[src/rtl/square_cal_pkg.sv]
// Shared constants for the square_cal block: operand width default, result width
// derivation and the largest possible square at the default width.
package square_cal_pkg;

   localparam int DEFAULT_WIDTH = 6;

   function automatic int calc_owidth(input int w);
      return 2 * w;
   endfunction

   localparam int DEFAULT_OWIDTH = calc_owidth(DEFAULT_WIDTH);
   localparam int MAX_SQUARE     = 3969;

endpackage

[src/rtl/square_cal_if.sv]
// Operand/result bundle of square_cal; the master drives the operand, the slave
// returns the combinational and registered squares.
interface square_cal_if
   import square_cal_pkg::*;
#(
   parameter int WIDTH  = DEFAULT_WIDTH,
   parameter int OWIDTH = calc_owidth(WIDTH)
);

   logic [WIDTH-1:0]  value;
   logic [OWIDTH-1:0] square;
   logic [OWIDTH-1:0] square_q;
   logic              square_q_valid;

   modport master (
      output value,
      input  square,
      input  square_q,
      input  square_q_valid
   );

   modport slave (
      input  value,
      output square,
      output square_q,
      output square_q_valid
   );

endinterface

[src/rtl/square_pp_row.sv]
// One partial-product row of the squarer: the operand gated by one of its own bits,
// shifted into position and added to the running sum with a ripple-carry adder.
module square_pp_row
   import square_cal_pkg::*;
#(
   parameter int WIDTH  = DEFAULT_WIDTH,
   parameter int OWIDTH = calc_owidth(WIDTH),
   parameter int ROW    = 1
) (
   input  logic [WIDTH-1:0]  value,
   input  logic              sel,
   input  logic [OWIDTH-1:0] acc_in,
   output logic [OWIDTH-1:0] acc_out
);

   logic [OWIDTH-1:0] pp;
   logic              carry;

   assign pp = OWIDTH'(value & {WIDTH{sel}}) << ROW;

   // The carry out of the top bit is always zero because the full square fits in OWIDTH bits.
   always_comb begin
      carry   = 1'b0;
      acc_out = '0;
      for (int k = 0; k < OWIDTH; k++) begin
         acc_out[k] = acc_in[k] ^ pp[k] ^ carry;
         carry      = (acc_in[k] & pp[k]) | (carry & (acc_in[k] ^ pp[k]));
      end
   end

endmodule

[src/rtl/square_cal.sv]
// Unsigned squarer built from an explicit partial-product array, with a registered
// copy of the result and a flag marking it as computed since reset release.
module square_cal
   import square_cal_pkg::*;
#(
   parameter int WIDTH  = DEFAULT_WIDTH,
   parameter int OWIDTH = calc_owidth(WIDTH)
) (
   input  logic       clk,
   input  logic       reset,
   square_cal_if.slave bus
);

   logic [WIDTH-1:0][OWIDTH-1:0] acc;
   logic [OWIDTH-1:0]            square_q;
   logic                         square_q_valid;

   // Row 0 needs no adder; each later row accumulates onto the previous sum.
   assign acc[0] = OWIDTH'(bus.value & {WIDTH{bus.value[0]}});

   for (genvar i = 1; i < WIDTH; i++) begin : g_row
      square_pp_row #(
         .WIDTH  (WIDTH),
         .OWIDTH (OWIDTH),
         .ROW    (i)
      ) u_row (
         .value   (bus.value),
         .sel     (bus.value[i]),
         .acc_in  (acc[i-1]),
         .acc_out (acc[i])
      );
   end

   assign bus.square = acc[WIDTH-1];

   always_ff @(posedge clk or negedge reset) begin
      if (!reset) begin
         square_q       <= '0;
         square_q_valid <= 1'b0;
      end else begin
         square_q       <= bus.square;
         square_q_valid <= 1'b1;
      end
   end

   assign bus.square_q       = square_q;
   assign bus.square_q_valid = square_q_valid;

endmodule

[src/flat_wrapper.sv]
// flat-port wrapper written by rule: the top's interface ports become plain ports
module square_cal_flat import square_cal_pkg::*;
#(
   parameter int WIDTH  = DEFAULT_WIDTH,
   parameter int OWIDTH = calc_owidth(WIDTH)
)
  (clk, reset, bus_value, bus_square, bus_square_q, bus_square_q_valid);
  square_cal_if #(.WIDTH(WIDTH), .OWIDTH(OWIDTH)) bus_i ();
  input  logic clk;
  input  logic reset;
  input wire logic [$bits(bus_i.value)-1:0] bus_value;
  output wire logic [$bits(bus_i.square)-1:0] bus_square;
  output wire logic [$bits(bus_i.square_q)-1:0] bus_square_q;
  output wire logic [$bits(bus_i.square_q_valid)-1:0] bus_square_q_valid;
  assign bus_i.value = bus_value;
  assign bus_square = bus_i.square;
  assign bus_square_q = bus_i.square_q;
  assign bus_square_q_valid = bus_i.square_q_valid;
  square_cal #(.WIDTH(WIDTH), .OWIDTH(OWIDTH)) u_core (.clk(clk), .reset(reset), .bus(bus_i));
endmodule
[config.mk]
export PLATFORM = sky130hd
export DESIGN_NAME = square_cal_flat
export DESIGN_NICKNAME = d
export VERILOG_FILES = /design/src/rtl/square_cal_pkg.sv /design/src/rtl/square_cal_if.sv /design/src/rtl/square_pp_row.sv /design/src/rtl/square_cal.sv /design/src/flat_wrapper.sv
export SDC_FILE = /design/constraint.sdc
export NUM_CORES = 1
export LEC_CHECK = 0
export BUFFER_PORTS_ARGS = -buffer_cell sky130_fd_sc_hd__buf_2
export CAP_MARGIN = 40
export CORE_ASPECT_RATIO = 1.2
export CORE_MARGIN = 2
export CORE_UTILIZATION = 55
export DETAILED_ROUTE_END_ITERATION = 8
export HOLD_SLACK_MARGIN = 0.02
export PLACE_DENSITY = 0.85
export SLEW_MARGIN = 20
export SYNTH_ARGS = -nofsm -noshare
export SYNTH_HDL_FRONTEND = slang
export SYNTH_SLANG_ARGS = --single-unit
export TNS_END_PERCENT = 1
[constraint.sdc]
create_clock -name clk -period 22.2 [get_ports clk]
set_input_delay 4.44 -clock clk [delete_from_list [all_inputs] [get_ports clk]]
set_output_delay 4.44 -clock clk [all_outputs]
set_load 0.01 [all_outputs]
# After elaboration in Yosys (flattened, before gate mapping)
# Cells that the tools add are included.
# op_classes
n_bitwise	201
# op_table
cell	n
$xor A1 B1 Y1	69
$and A1 B1 Y1	64
$and A6 B6 Y6	6
$or A1 B1 Y1	35
$xor A1 B1 Y1 const B	10
$and A1 B1 Y1 const B	6
$xor A1 B1 Y1 const AB	5
$and A1 B1 Y1 const AB	4
$and A1 B1 Y1 const A	1
$xor A1 B1 Y1 const A	1
# word_totals
register_bits	13
out_inout_bits	25
elab_cells	203

# Logic depth before layout (Yosys ltp)
# Gate-level depths: netlist of the first run.
# logic_depth
depth_word	29
ltp_mapped	22

# Hierarchy
# Synthesis of the first run repeated with hierarchy kept, for this count alone.
# unflattened
hier_cells	133
area_unflattened_um2	1467.7
# modules_own_cells
module	n_inst	cells_each	area_each_um2	seq_area_each_um2
square_cal	1	20	364.1	325.3
square_pp_row at u_core.g_row[1].u_row	1	22	229.0	0.0
square_pp_row at u_core.g_row[2].u_row	1	22	224.0	0.0
square_pp_row at u_core.g_row[3].u_row	1	22	219.0	0.0
square_pp_row at u_core.g_row[5].u_row	1	25	217.7	0.0
square_pp_row at u_core.g_row[4].u_row	1	22	214.0	0.0

# Worst setup path after synthesis of the first run
# Ideal clock, no wire load.
# synth_timing
path_type	input to output
startpoint	in bus_value[0]
endpoint	out bus_square[10]
arrival_time_ns	10.192
path_slack_ns	7.568
stages	20
n_path_buf	0
cell_sequence	and2_1 -> ha_1 -> a31oi_1 -> fa_1 -> fa_1 -> inv_1 -> fa_1 -> inv_1 -> fa_1 -> fa_1 -> inv_1 -> fa_1 -> inv_1 -> fa_1 -> fa_1 -> fa_1 -> fa_1 -> fa_1 -> inv_1 -> fa_1
# synth_between
elab_chain_len	27
elab_cells_between_ends	158
# synth_rtl
item	line_no	text
start, declared	flat_wrapper.sv:11	input wire logic [$bits(bus_i.value)-1:0] bus_value;
$and A6 B6 Y6, on equally long branches	square_cal.sv:19, square_pp_row.sv:19	
$and A1 B1 Y1 or $xor A1 B1 Y1 (tied branches)	square_pp_row.sv:27, square_pp_row.sv:26	
$and A1 B1 Y1	square_pp_row.sv:27	carry = (acc_in[k] & pp[k]) | (carry & (acc_in[k] ^ pp[k]));
$or A1 B1 Y1	square_pp_row.sv:27	
$and A1 B1 Y1 or $xor A1 B1 Y1 (tied branches)	square_pp_row.sv:27, square_pp_row.sv:26	
$or A1 B1 Y1 or $xor A1 B1 Y1 (tied branches)	square_pp_row.sv:27, square_pp_row.sv:26	
$and A1 B1 Y1 or $xor A1 B1 Y1 (tied branches)	square_pp_row.sv:27, square_pp_row.sv:26	
$or A1 B1 Y1 or $xor A1 B1 Y1 (tied branches)	square_pp_row.sv:27, square_pp_row.sv:26	
(+11 left out)	--	
$xor A1 B1 Y1, or another cell as far along	square_pp_row.sv:26	acc_out[k] = acc_in[k] ^ pp[k] ^ carry;
$xor A1 B1 Y1 or $and A1 B1 Y1 (tied branches)	square_pp_row.sv:26, square_pp_row.sv:27	
$xor A1 B1 Y1, or another cell as far along	square_pp_row.sv:26	
$xor A1 B1 Y1 or $and A1 B1 Y1 (tied branches)	square_pp_row.sv:26, square_pp_row.sv:27	
$xor A1 B1 Y1, or another cell as far along	square_pp_row.sv:26	
$xor A1 B1 Y1 or $and A1 B1 Y1 (tied branches)	square_pp_row.sv:26, square_pp_row.sv:27	
$xor A1 B1 Y1 or $or A1 B1 Y1 (tied branches)	square_pp_row.sv:26, square_pp_row.sv:27	
$xor A1 B1 Y1 (*)	square_pp_row.sv:26	
end, declared	flat_wrapper.sv:12	output wire logic [$bits(bus_i.square)-1:0] bus_square;
# Every way passes the cells marked *; elsewhere a longest branch is shown, timed or not.

# Worst setup path in the final report of the first run
# Same ends and word-level chain as after synthesis.

==> impl_metrics.toml, run 1 <==
[placed_design]
dpl_worst_slack_ps = 7060
finalWeightedCongestion = 0.757
io_buffer_count = 30
hpwl_um = 1440

[global_route]
grt_usage_pct = 16.3
antenna_found_initial = 0
grt_pass1_wl_um = 2700
grt_overflow = 0
grt_pass1_vias = 638
grt_max_degree = 13

[route]
vias_per_cell = 4.74
drc = 0
detail_route.wl_per_cell_um = 11.0
drtIter0Drc = 1
drtPass1Iterations = 4
wirelength_um = 1600
ant_nets = 0
vias = 688

[worst_setup_path]
cp-start-kind = "input port"
crit_path_top_delay_cell = "fa_1"
critPathRequiredTime_ps = 17760
cp_data_arrival_time_ps = 10660
setup.worst_path.class = "in2out"
cp_max_fo = 11
cpMostUsedCell = "fa_1"
slowest_delay_ps = 510
endpoint_kind = "output pin"
path_cells = "buf_2 > and2_1 > ha_1 > a31oi_1 > fa_1 > fa_1 > inv_1 > fa_1 > inv_1 > fa_1 > fa_1 > inv_1 > fa_1 > inv_1 > fa_1 > fa_1 > fa_1 > fa_1 > fa_1 > inv_1 > fa_1 > buf_2"

[sta]
fin_crit_ps = 15100
worst_slack_ps = 7100
timing.hold.ws_ps = 4040
tns_ps = 0
final-setup-viol-count = 0
drv_slew = 0
rsz0062_at_grt = "false"
min_period_over_period_pct = 68.0
fmax_ghz = 0.0662
final_hold_viol_count = 0

[power_and_ir_drop]
peakVddDrop_v = 0.0000532
cellLeakagePower_uw = 0.000685
pwr_density_cell_nw_per_um2 = 101

[finish]
fin_util_pct = 67.6
fin_nets = 164
nFillCells = 146
area_delta_synth_final_pct = 14.9
antenna_cells = 0
drive_gt1_share_pct = 26.2

[yosys]
yosysMostFrequentCell = "inv_1"
yosysSeqAreaShare_pct = 27.6
synthCells = 97
synth_top_area_cell = "fa_1"
synth_edf_count = 0
yosys_register_bits = 12
ys.flop_type = "dfrtp_1"
avgSynthCellArea_um2 = 11.2
synth.area.top_cells = "fa_1 42%, dfrtp_1 28%, inv_1 8.3%, and2_1 6.3%, ha_1 5.7%"
yosys-top-cells-count = "24 x inv_1, 23 x fa_1, 13 x nand2_1"
ys_types = 10
synth_async_sr_flop_share_pct = 100
netlist.area_leader.share_pct = 42.3
syn_area_um2 = 1090
yosys_warnings = 0

[floorplanning]
dieArea_um2 = 2350
die_x_um = 44.6
core_area_um2 = 1850
start_util_pct = 58.8
ios = 33
std_cell_rows = 17
fp.dieH_um = 52.7

[clocking]
clock-root-buffer = "clkbuf_4"
cts_hold_buffers = 0
clockBufferDepth = 2
post_cts_buffers = 0
path_clk_slew_ps = 60
tritoncts = "yes"
cts_resized = 0
cts_buffers = 3
htree_levels = 1
cts.sinks = 12

[status]
status = "finished, final reports clean"

[hold_path]
hp-class = "in2async"

[run]
maxCapViolations = 0
[logic make-up after synthesis]
| logic type | Yosys count | synth area share (%) |
|---|---|---|
| AOI/OAI and AO/OA | 1 | 0.575 |
| adders and majority gates | 28 | 48.0 |
| buffers and inverters | 29 | 11.7 |
| DFF | 12 | 27.6 |
| other | 2 | 0.690 |
| and+or+nand+nor | 25 | 11.4 |
[per-layer routing]
metal / up-vias / routed length, um / GRT usage, %
met5: - / 0 / 0
met2: 20 / 921 / 29.0
li1: 324 / - / -
met1: 340 / 582 / 19.1
met4: 0 / 23 / 6.06
met3: 4 / 73 / 3.10
[cell usage in the layout, fill, tap and decap left out]
cell type	synthesis	final
a31oi_1	1	1
and2_1	11	11
buf_2	0	30
clkbuf_4	0	3
conb_1	2	3
dfrtp_1	12	12
fa_1	23	23
ha_1	5	5
inv_1	24	24
nand2_1	13	13
nor2b_1	1	1
[flip-flops by register name, summed over array words and instances (netlist names)]
name                       count
u_core.bus.square_q           11
u_core.bus.square_q_valid      1
[how the worst max path moves through the flow]
stage / cells after the start / to / startpoint / slack (ps)
after CTS: 22 / bus_square[10] / bus_value[0] / 7060
final: 22 / bus_square[10] / bus_value[0] / 7100
after floorplan: 20 / bus_square[10] / bus_value[0] / 7570
after detailed placement: 22 / bus_square[10] / bus_value[0] / 7060
after global placement: 22 / bus_square[10] / bus_value[0] / 7190
after global routing: 22 / bus_square[10] / bus_value[0] / 6850
[report_power, final]
part           total [uW]  internal (uW)  switching (uW)
Clock                11.9           6.24            5.63
Combinational        82.5           35.0            47.6
Sequential           32.1           30.5            1.59
[worst max-delay path, delay by kind of cell]
kind                       cells  cell delay, ps
adders and majority gates     13            5270
buffers and inverters          7             640
and+or+nand+nor                1             210
AOI/OAI and AO/OA              1              90
[through the flow]
step / instance area (um2) / total power (uW) / cells
5_1_grt: 1250 / 141 / 145
3_5_place_dp: 1230 / 117 / 142
4_1_cts: 1250 / 130 / 145
3_3_place_gp: 1230 / 112 / 142
2_1_floorplan: 1090 / 87.5 / 98
6_report: 1250 / 127 / 145
[layout make-up]
type	count	area, um2	area share, %
clock buffers	3	22.5	1.80
multi-input cells	57	664	53.1
repair buffers	30	150	12.0
inverters	24	90.1	7.20
flip-flops and latches	12	300	24.0
well taps	19	23.8	1.90
No activity file was read; power rests on OpenSTA's default activity.
==> run 2, diff against run 1 <==
--- a/config.mk
+++ b/config.mk
@@ -5,14 +5,15 @@
 export SDC_FILE = /design/constraint.sdc
 export NUM_CORES = 1
 export LEC_CHECK = 0
+export ABC_AREA = 1
 export BUFFER_PORTS_ARGS = -buffer_cell sky130_fd_sc_hd__buf_2
 export CAP_MARGIN = 40
 export CORE_ASPECT_RATIO = 1.2
 export CORE_MARGIN = 2
-export CORE_UTILIZATION = 55
+export CORE_UTILIZATION = 50
 export DETAILED_ROUTE_END_ITERATION = 8
 export HOLD_SLACK_MARGIN = 0.02
-export PLACE_DENSITY = 0.85
+export PLACE_DENSITY = 0.78
 export SLEW_MARGIN = 20
 export SYNTH_ARGS = -nofsm -noshare
 export SYNTH_HDL_FRONTEND = slang
==> constraint.sdc (replaced) <==
create_clock -name clk -period 14.85 [get_ports clk]
set_input_delay 2.97 -clock clk [delete_from_list [all_inputs] [get_ports clk]]
set_output_delay 2.97 -clock clk [all_outputs]
set_load 0.01 [all_outputs]
==> run 2 against run 1 <==
Final area fell by 0.90%; global-route usage down 2.4 points; final cell count is 4.1% higher; clock-buffer cell count unchanged; hold slack worse by 1500 ps; combinational power grew 50%; via count increased by 1.2%; first-iteration DRC count rose to 6.0 times the previous value; area after synthesis down 2.5%; critical path depth rose by 3; utilization down 6.4 points; non-clock buffer count did not move; largest cell class unchanged; highest routed layer unchanged.
==> impl_metrics.toml, run 2 <==
[yosys]
yosysMostFrequentCell = "inv_1"
synth.area.top_cells = "fa_1 43%, dfrtp_1 28%, inv_1 13%, ha_1 5.9%, nand2_1 5.3%"
ys_types = 9
synthCells = 100
synth_async_sr_flop_share_pct = 100
yosysSeqAreaShare_pct = 28.3
yosys_warnings = 0
avgSynthCellArea_um2 = 10.6
synth_top_area_cell = "fa_1"
ys.flop_type = "dfrtp_1"
syn_area_um2 = 1060
yosys_register_bits = 12
yosys-top-cells-count = "38 x inv_1, 23 x fa_1, 15 x nand2_1"
synth_edf_count = 0
netlist.area_leader.share_pct = 43.4

[worst_setup_path]
cp_data_arrival_time_ps = 9190
setup.worst_path.class = "in2out"
slowest_delay_ps = 520
cpMostUsedCell = "fa_1"
crit_path_top_delay_cell = "fa_1"
cp-start-kind = "input port"
endpoint_kind = "output pin"
critPathRequiredTime_ps = 11880
cp_max_fo = 8

[power_and_ir_drop]
power_uw = 190
pwr_density_cell_nw_per_um2 = 153
power.internal_uw = 107
cellLeakagePower_uw = 0.000760
power_frac_comb_pct = 65.2
peakVddDrop_v = 0.0000851
switchingPower_uw = 82.9
clkPwrFrac_pct = 9.4
power_frac_seq_pct = 25.3
p_sw_share_pct = 43.7

[route]
highest_layer = "met4"
wirelength_um = 1540
drc = 0
detail_route.wl_per_cell_um = 10.2
wl_met1_um = 545
wl_met2_um = 900
drtPass1Iterations = 4
wl_met3_um = 75
drtIter0Drc = 6
vias = 696
ant_nets = 0
vias_per_cell = 4.61

[clocking]
htree_levels = 1
clock-root-buffer = "clkbuf_4"
cts_resized = 0
cts_buffers = 3
clockBufferDepth = 2
path_clk_slew_ps = 60
cts_hold_buffers = 0
tritoncts = "yes"
post_cts_buffers = 0
cts.sinks = 12

[floorplanning]
std_cell_rows = 18
dieArea_um2 = 2510
die_x_um = 46.1
start_util_pct = 52.3
ios = 33
core_area_um2 = 2030
fp.dieH_um = 54.5

[global_route]
antenna_found_initial = 0
grt_max_degree = 13
grt_usage_pct = 13.9
grt_pass1_vias = 630
grt_overflow = 0
grt_pass1_wl_um = 2460

[finish]
antenna_cells = 0
nFillCells = 163
largest_reg_flops = 11
stdcell_area_um2 = 1240
largest_registers = "u_core.bus.square_q (11), u_core.bus.square_q_valid (1)"
fin_nets = 169
area_delta_synth_final_pct = 16.9
drive_gt1_share_pct = 25.2
regMostFlops = "u_core.bus.square_q"
layout_commonest_cell = "inv_1"
final_cell_mix = "38 x inv_1, 30 x buf_2, 23 x fa_1"

[sta]
tns_ps = 0
final_hold_viol_count = 0
fin_crit_ps = 12160
min_period_over_period_pct = 81.9
fmax_ghz = 0.0822
drv_slew = 0
rsz0062_at_grt = "false"
final-setup-viol-count = 0

[hold_path]
hp-class = "in2async"

[run]
maxCapViolations = 0

[placed_design]
hpwl_um = 1500
placed_area_um2 = 1220
io_buffer_count = 30
finalWeightedCongestion = 0.735

[status]
status = "finished, final reports clean"
## run 2: through the flow
stage / cells / setup slack, ps / utilization (%) / hold slack [ps]
final: 151 / 2690 / 61.2 / 2560
after global routing: 151 / 2440 / 61.2 / 2570
after CTS: 151 / 2650 / 61.2 / 2560
after detailed placement: 148 / 2650 / 60.1 / 2850
after global placement: 148 / 2810 / 60.1 / 2840
after floorplan: 101 / 3170 / - / 2670
## run 2: layout make-up
class / count / area [um2] / share of cell area, %
tap: 20 / 25.0 / 2.02
clock buffer: 3 / 22.5 / 1.82
inverter: 38 / 143 / 11.5
multi-input combinational: 48 / 599 / 48.3
sequential: 12 / 300 / 24.2
timing repair buffer: 30 / 150 / 12.1
## run 2: power groups by stage
stage / Combinational, uW / Sequential [uW] / Clock [uW]
finish: 124 / 48.1 / 17.9
global route: 143 / 49.2 / 20.5
CTS: 128 / 48.3 / 18.8
detailed placement: 127 / 48.8 / 0
global placement: 120 / 48.5 / 0
floorplan: 73.7 / 56.2 / 0
## run 2: worst paths after layout
| kind | end | startpoint | cells past startpoint | slack [ps] |
|---|---|---|---|---|
| worst max-delay path | bus_square[10] | bus_value[0] | 25 | 2690 |
| worst min-delay path | u_core.bus.square_q[11] | reset | 1 | 2560 |
| max in group asynchronous | u_core.bus.square_q[0] | reset | 1 | 12090 |
| min in group clk | u_core.bus.square_q[0] | bus_value[0] | 1 | 2910 |
## run 2: kinds of logic (layout without fill, tap and decap cells)
| family | after synthesis | in the layout | synth area share (%) |
|---|---|---|---|
| buffers and inverters | 41 | 71 | 15.6 |
| adders and majority gates | 28 | 28 | 49.3 |
| and+or+nand+nor | 17 | 17 | 6.13 |
| DFF | 12 | 12 | 28.3 |
| other | 2 | 3 | 0.708 |
## run 2: layer usage
layer,GRT usage [%],vias to the layer above
li1,-,325
met1,14.8,351
met2,26.4,18
met3,1.32,2
met4,7.14,0
met5,0,-
## run 2: worst max-delay path, delay by kind of cell
| family | cells | cell delay (ps) |
|---|---|---|
| buf+inv | 9 | 730 |
| simple gates | 3 | 200 |
| fa+ha+maj | 13 | 5250 |
